File: src/rtl/mem_access_unit_if.sv
// Request/response port between the control FSM (master) and the load/store unit (slave).
// A request transfers on a rising edge where req_valid && req_ready; rsp_valid is a one-cycle strobe with no back-pressure.
interface mem_access_unit_if #(
  parameter int ADDR_W = 32
);
  logic              req_valid;
  logic              req_ready;
  logic              req_we;
  logic [2:0]        req_funct3;
  logic [ADDR_W-1:0] req_addr;
  logic [31:0]       req_wdata;
  logic              rsp_valid;
  logic [31:0]       rsp_rdata;
  logic              rsp_err;

  modport master (
    output req_valid, req_we, req_funct3, req_addr, req_wdata,
    input  req_ready, rsp_valid, rsp_rdata, rsp_err
  );

  modport slave (
    input  req_valid, req_we, req_funct3, req_addr, req_wdata,
    output req_ready, rsp_valid, rsp_rdata, rsp_err
  );
endinterface

File: src/rtl/mem_access_unit.sv
// RV32 load/store unit: request/response handshake, SRAM wait states, sub-word lanes,
// misalignment checks and a small memory-mapped I/O window (switches, LEDs, hex digits).
module mem_access_unit #(
  parameter int          ADDR_W      = 32,
  parameter int          WAIT_CYCLES = 2,
  parameter logic [31:0] IO_BASE     = 32'hFFFF_FF00,
  parameter int          NUM_HEX     = 6,
  parameter int          SW_W        = 10,
  parameter int          LED_W       = 10
) (
  input  logic                 Clk,
  input  logic                 Reset_n,
  mem_access_unit_if.slave     bus,
  output logic [ADDR_W-1:0]    sram_addr,
  output logic [31:0]          sram_wdata,
  input  logic [31:0]          sram_rdata,
  output logic                 sram_oe,
  output logic                 sram_we,
  output logic [3:0]           sram_be,
  input  logic [SW_W-1:0]      SW,
  output logic [LED_W-1:0]     LED,
  output logic [4*NUM_HEX-1:0] hex_out,
  output logic [1:0]           state_dbg
);

  typedef enum logic [1:0] {IDLE = 2'd0, ACCESS = 2'd1, RESP = 2'd2} state_t;

  state_t              state, state_nxt;
  logic [ADDR_W-1:0]   addr_q;
  logic                we_q;
  logic [2:0]          f3_q;
  logic [31:0]         wdata_q;
  logic                io_q;
  logic                err_q;
  logic [3:0]          cnt_q;
  logic [31:0]         rdata_q;
  logic [LED_W-1:0]    led_q;
  logic [4*NUM_HEX-1:0] hex_q;

  logic        accept;
  logic        acc_io;
  logic        acc_illegal;
  logic        acc_misal;
  logic        acc_err;
  logic        last_access;
  logic [3:0]  lane_be;
  logic [31:0] lane_wdata;
  logic [7:0]  ld_byte;
  logic [15:0] ld_half;
  logic [31:0] ld_ext;
  logic [31:0] io_rdata;

  // Request decode happens at accept time so an erroring request never touches SRAM or I/O.
  always_comb begin
    accept      = bus.req_valid && (state == IDLE);
    acc_io      = (bus.req_addr[ADDR_W-1:8] == IO_BASE[ADDR_W-1:8]);
    acc_illegal = bus.req_we ? (bus.req_funct3 >= 3'd3)
                             : ((bus.req_funct3 == 3'd3) || (bus.req_funct3[2:1] == 2'b11));
    acc_misal   = ((bus.req_funct3[1:0] == 2'd1) && bus.req_addr[0]) ||
                  ((bus.req_funct3[1:0] == 2'd2) && (bus.req_addr[1:0] != 2'b00));
    acc_err     = acc_illegal || acc_misal || (acc_io && (bus.req_funct3[1:0] != 2'd2));
    last_access = (state == ACCESS) && (cnt_q == 4'd0);
  end

  always_comb begin
    lane_be    = 4'hF;
    lane_wdata = wdata_q;
    if (we_q) begin
      case (f3_q[1:0])
        2'd0: begin
          lane_be    = 4'b0001 << addr_q[1:0];
          lane_wdata = {4{wdata_q[7:0]}};
        end
        2'd1: begin
          lane_be    = 4'b0011 << addr_q[1:0];
          lane_wdata = {2{wdata_q[15:0]}};
        end
        default: ;
      endcase
    end
  end

  always_comb begin
    ld_byte = 8'(sram_rdata >> {addr_q[1:0], 3'b000});
    ld_half = addr_q[1] ? sram_rdata[31:16] : sram_rdata[15:0];
    case (f3_q)
      3'd0:    ld_ext = {{24{ld_byte[7]}}, ld_byte};
      3'd1:    ld_ext = {{16{ld_half[15]}}, ld_half};
      3'd4:    ld_ext = {24'd0, ld_byte};
      3'd5:    ld_ext = {16'd0, ld_half};
      default: ld_ext = sram_rdata;
    endcase
    case (addr_q[7:0])
      8'h00:   io_rdata = 32'(SW);
      8'h04:   io_rdata = 32'(led_q);
      8'h08:   io_rdata = 32'(hex_q);
      default: io_rdata = 32'd0;
    endcase
  end

  always_ff @(posedge Clk or negedge Reset_n) begin
    if (!Reset_n) state <= IDLE;
    else          state <= state_nxt;
  end

  always_comb begin
    state_nxt      = state;
    bus.req_ready  = 1'b0;
    bus.rsp_valid  = 1'b0;
    bus.rsp_rdata  = 32'd0;
    bus.rsp_err    = 1'b0;
    sram_oe        = 1'b0;
    sram_we        = 1'b0;
    sram_be        = 4'h0;
    sram_addr      = '0;
    sram_wdata     = 32'd0;
    case (state)
      IDLE: begin
        bus.req_ready = 1'b1;
        if (bus.req_valid) state_nxt = acc_err ? RESP : ACCESS;
      end
      ACCESS: begin
        if (!io_q) begin
          sram_oe    = !we_q;
          sram_we    = we_q;
          sram_be    = lane_be;
          sram_addr  = {addr_q[ADDR_W-1:2], 2'b00};
          sram_wdata = we_q ? lane_wdata : 32'd0;
        end
        if (cnt_q == 4'd0) state_nxt = RESP;
      end
      RESP: begin
        bus.rsp_valid = 1'b1;
        bus.rsp_rdata = rdata_q;
        bus.rsp_err   = err_q;
        state_nxt     = IDLE;
      end
      default: state_nxt = IDLE;
    endcase
  end

  // Load data and I/O register writes both land on the final ACCESS edge.
  always_ff @(posedge Clk or negedge Reset_n) begin
    if (!Reset_n) begin
      addr_q  <= '0;
      we_q    <= 1'b0;
      f3_q    <= 3'd0;
      wdata_q <= 32'd0;
      io_q    <= 1'b0;
      err_q   <= 1'b0;
      cnt_q   <= 4'd0;
      rdata_q <= 32'd0;
      led_q   <= '0;
      hex_q   <= '0;
    end else begin
      if (accept) begin
        addr_q  <= bus.req_addr;
        we_q    <= bus.req_we;
        f3_q    <= bus.req_funct3;
        wdata_q <= bus.req_wdata;
        io_q    <= acc_io;
        err_q   <= acc_err;
        cnt_q   <= acc_io ? 4'd0 : 4'(WAIT_CYCLES);
        rdata_q <= 32'd0;
      end else if (state == ACCESS && cnt_q != 4'd0) begin
        cnt_q <= cnt_q - 4'd1;
      end
      if (last_access) begin
        if (!we_q) begin
          rdata_q <= io_q ? io_rdata : ld_ext;
        end else if (io_q) begin
          if (addr_q[7:0] == 8'h04) led_q <= wdata_q[LED_W-1:0];
          if (addr_q[7:0] == 8'h08) hex_q <= wdata_q[4*NUM_HEX-1:0];
        end
      end
    end
  end

  assign LED       = led_q;
  assign hex_out   = hex_q;
  assign state_dbg = state;

endmodule
File: src/flat_wrapper.sv
// flat-port wrapper written by rule: the top's interface ports become plain ports
module mem_access_unit_flat 
#(
  parameter int          ADDR_W      = 32,
  parameter int          WAIT_CYCLES = 2,
  parameter logic [31:0] IO_BASE     = 32'hFFFF_FF00,
  parameter int          NUM_HEX     = 6,
  parameter int          SW_W        = 10,
  parameter int          LED_W       = 10
)
  (Clk, Reset_n, sram_addr, sram_wdata, sram_rdata, sram_oe, sram_we, sram_be, SW, LED, hex_out, state_dbg, bus_req_valid, bus_req_we, bus_req_funct3, bus_req_addr, bus_req_wdata, bus_req_ready, bus_rsp_valid, bus_rsp_rdata, bus_rsp_err);
  mem_access_unit_if #(.ADDR_W(ADDR_W)) bus_i ();
  input  logic Clk;
  input  logic Reset_n;
  output logic [ADDR_W-1:0] sram_addr;
  output logic [31:0] sram_wdata;
  input  logic [31:0] sram_rdata;
  output logic sram_oe;
  output logic sram_we;
  output logic [3:0] sram_be;
  input  logic [SW_W-1:0] SW;
  output logic [LED_W-1:0] LED;
  output logic [4*NUM_HEX-1:0] hex_out;
  output logic [1:0] state_dbg;
  input wire logic [$bits(bus_i.req_valid)-1:0] bus_req_valid;
  input wire logic [$bits(bus_i.req_we)-1:0] bus_req_we;
  input wire logic [$bits(bus_i.req_funct3)-1:0] bus_req_funct3;
  input wire logic [$bits(bus_i.req_addr)-1:0] bus_req_addr;
  input wire logic [$bits(bus_i.req_wdata)-1:0] bus_req_wdata;
  output wire logic [$bits(bus_i.req_ready)-1:0] bus_req_ready;
  output wire logic [$bits(bus_i.rsp_valid)-1:0] bus_rsp_valid;
  output wire logic [$bits(bus_i.rsp_rdata)-1:0] bus_rsp_rdata;
  output wire logic [$bits(bus_i.rsp_err)-1:0] bus_rsp_err;
  assign bus_i.req_valid = bus_req_valid;
  assign bus_i.req_we = bus_req_we;
  assign bus_i.req_funct3 = bus_req_funct3;
  assign bus_i.req_addr = bus_req_addr;
  assign bus_i.req_wdata = bus_req_wdata;
  assign bus_req_ready = bus_i.req_ready;
  assign bus_rsp_valid = bus_i.rsp_valid;
  assign bus_rsp_rdata = bus_i.rsp_rdata;
  assign bus_rsp_err = bus_i.rsp_err;
  mem_access_unit #(.ADDR_W(ADDR_W), .WAIT_CYCLES(WAIT_CYCLES), .IO_BASE(IO_BASE), .NUM_HEX(NUM_HEX), .SW_W(SW_W), .LED_W(LED_W)) u_core (.Clk(Clk), .Reset_n(Reset_n), .bus(bus_i), .sram_addr(sram_addr), .sram_wdata(sram_wdata), .sram_rdata(sram_rdata), .sram_oe(sram_oe), .sram_we(sram_we), .sram_be(sram_be), .SW(SW), .LED(LED), .hex_out(hex_out), .state_dbg(state_dbg));
endmodule
File: config.mk
export PLATFORM = sky130hd
export DESIGN_NAME = mem_access_unit_flat
export DESIGN_NICKNAME = d
export VERILOG_FILES = /design/src/rtl/mem_access_unit_if.sv /design/src/rtl/mem_access_unit.sv /design/src/flat_wrapper.sv
export SDC_FILE = /design/constraint.sdc
export NUM_CORES = 1
export LEC_CHECK = 0
export ABC_AREA = 1
export CAP_MARGIN = 15
export CORE_ASPECT_RATIO = 1.25
export CORE_MARGIN = 2
export CORE_UTILIZATION = 42
export DETAILED_ROUTE_END_ITERATION = 10
export HOLD_SLACK_MARGIN = 0.02
export MAX_ROUTING_LAYER = met4
export PLACE_DENSITY_LB_ADDON = 0.12
export SKIP_CTS_REPAIR_TIMING = 1
export SYNTH_ARGS = -nofsm -noshare
export SYNTH_HDL_FRONTEND = slang
export SYNTH_SLANG_ARGS = --single-unit
File: constraint.sdc
create_clock -name Clk -period 1.55 [get_ports Clk]
set_clock_uncertainty 0.15 [all_clocks]
set_input_delay 0.2325 -clock Clk [delete_from_list [all_inputs] [get_ports Clk]]
set_output_delay 0.2325 -clock Clk [all_outputs]
set_load 0.03 [all_outputs]
==> flow_summary.ini <==
[status]
status = finished, violations left
violations = negative setup slack

[global_route]
grt_first_pass_wirelength_um = 44200
grt.total_usage_pct = 29.7
grt_start_max_net_pins = 49
overflow = 0
first_global_vias = 8386
antenna_found_initial = 0

[pwr]
p_int_mw = 12.7
clock_power_share_pct = 17.8
vdd_ir_drop_max_v = 0.000892
seq_power_share_pct = 24.8
sw_frac_of_total_pct = 44.9
power.leakage_nw = 7.00
p_comb_share_pct = 57.4
switching_power_mw = 10.4
finalPower_mw = 23.1
powerDensity_nw_per_um2 = 1610

[placement]
io_buffers = 251
dp_hpwl_um = 21600
pre_cts_ws_ns = -0.310
gp_routability_congestion = 0.952
place_area_um2 = 11900
place_inst = 1664

[synthesis]
async_flop_share_pct = 100
synth_area_per_cell_um2 = 7.05
synthesis.area_um2 = 7750
yosys.area.top_type_share_pct = 45.8
synth_seq_cells = 142
synth_area_leaders = dfrtp_1, nand2_1, nor2_1
synth_top_area_cell = dfrtp_1
synth_cells = 1100
synth_cell_types = 32
synth_edf_count = 0
synth_flop_cell = dfrtp_1
ys_seq_area_share_pct = 45.8
yosysWarnings = 0

[clocking]
clk_latency_ns = 0.44
cts_buffer_depth = 2
cts_buffers = 17
cts_tree = yes
clk_pin_slew_ns = 0.07
cts_root_buf = clkbuf_16
cts.sink_count = 142
h-tree-depth = 4

[timing]
drv_slew = 0
setup_viol = 209
finalCritPeriodShare_pct = 144
finalHoldViolCount = 0
max_freq_mhz = 448
finalCriticalPeriod_ns = 2.23
rsz0062_at_grt = yes
tns_ns = -82.35
worst_slack_ns = -0.680

[floorplanning]
core_um2 = 18100
initial_core_util_pct = 42.8
die_x_um = 126
die_area_um2 = 19600
std_cell_rows = 55
io_pins = 254
die_y_um = 156

[drt]
dr.pass1.iters = 5
vias = 9222
wirelength_um = 32600
antenna_left = 0
drt_iter0_markers = 687
viasPerCell = 5.30
post-route-drc-count = 0
wl_per_cell_um = 18.8

[finish]
mostFrequentLayoutCell = nand2_1
final_cell_mix = nand2_1, buf_4, dfrtp_1
syn2layout_area_growth_pct = 84.6
antenna-diode-count = 0
stdcell_area_um2 = 14300
nets = 1612
drive_gt1_share_pct = 40.8
stdcell_count = 1739

[run]
cap_violations = 0

[critical_path]
path_max_fanout = 12
cp_data_arrival_time_ns = 1.85
end_kind = primary output
crit_path_start_kind = flip-flop
cp.required_ns = 1.17
critPathKind = flip-flop to primary output

[worst_hold_path]
min_path_type = input port to async pin
==> power groups by stage <==
stage / Combinational, mW / Clock (mW) / Sequential, mW
finish: 13.2 / 4.11 / 5.72
global route: 14.1 / 4.29 / 5.85
CTS: 10.8 / 4.12 / 5.59
detailed placement: 10.8 / 0 / 5.64
global placement: 10.7 / 0 / 5.61
floorplan: 6.04 / 0 / 5.52
==> state kept, by name, indices dropped and copies added, names as in the netlist <==
| signal | flops |
|---|---|
| u_core.wdata_q | 32 |
| u_core.err_q | 1 |
| u_core.io_q | 1 |
| u_core.rdata_q | 32 |
| u_core.f3_q | 3 |
| u_core.hex_out | 24 |
| u_core.LED | 10 |
| u_core.we_q | 1 |
| u_core.addr_q | 32 |
| u_core.state_dbg | 2 |
| u_core.cnt_q | 4 |
==> critical path, cell delays in order, from the launching register on <==
cell and delay, ns:
dfrtp_2 0.41, inv_2 0.08, nor2_4 0.05, buf_4 0.16
inv_1 0.21, clkbuf_16 0.27, nor2_4 0.05, buf_4 0.16
==> cells in the mapped netlist (all sizes together), types with 6 or more instances <==
library cell	n
o21ai	107
nand2	387
o22ai	7
a21oi	55
nor3	7
o31ai	6
clkbuf	22
dfrtp	142
inv	102
nand3	83
nor2	125
buf	41
==> per-layer routing <==
layer	vias up	track usage [%]	share of wire, %
met5	-	-	0
met4	0	11.3	3.7
met3	82	5.21	6.9
met2	484	48.8	51
met1	4367	36.7	38
li1	4289	-	-
==> area by class of cell <==
type                       instances  area, µm²
sequential                       142       3560
inverter                         102        410
clock buffer                      17        425
multi-input combinational        794       4740
clock inverter                    15        158
tap                              228        285
fill                            1224       3780
timing repair buffer             441       4740
==> worst paths after layout <==
path / start / to / slack (ns) / cells past startpoint
max: u_core.state_dbg[0] / sram_addr[11] / -0.68 / 7
min: Reset_n / u_core.rdata_q[2] / 0.13 / 2
max reg2reg: u_core.cnt_q[1] / u_core.LED[1] / -0.45 / 11
min reg2reg: u_core.wdata_q[26] / u_core.wdata_q[26] / 0.33 / 2
max in group asynchronous: Reset_n / u_core.addr_q[0] / 0.58 / 3
min in group Clk: bus_req_wdata[25] / u_core.wdata_q[25] / 0.19 / 3
==> logic make-up after synthesis <==
family / Yosys count / share of synthesized area (%)
and+or+nand+nor: 607 / 32.2
AOI/OAI and AO/OA: 184 / 12.7
buffers and inverters: 165 / 9.12
DFF: 142 / 45.8
adders and majority gates: 1 / 0.161
other: 1 / 0.0484
==> through the flow <==
step	util, %	hold WS, ns
after floorplan	-	-0.213
after global placement	65.5	0.0264
after detailed placement	65.5	0.0242
after CTS	68.7	-0.435
after global routing	79.1	0.143
final	79.1	0.126
Note: power is estimated with default switching activity, not from simulation.
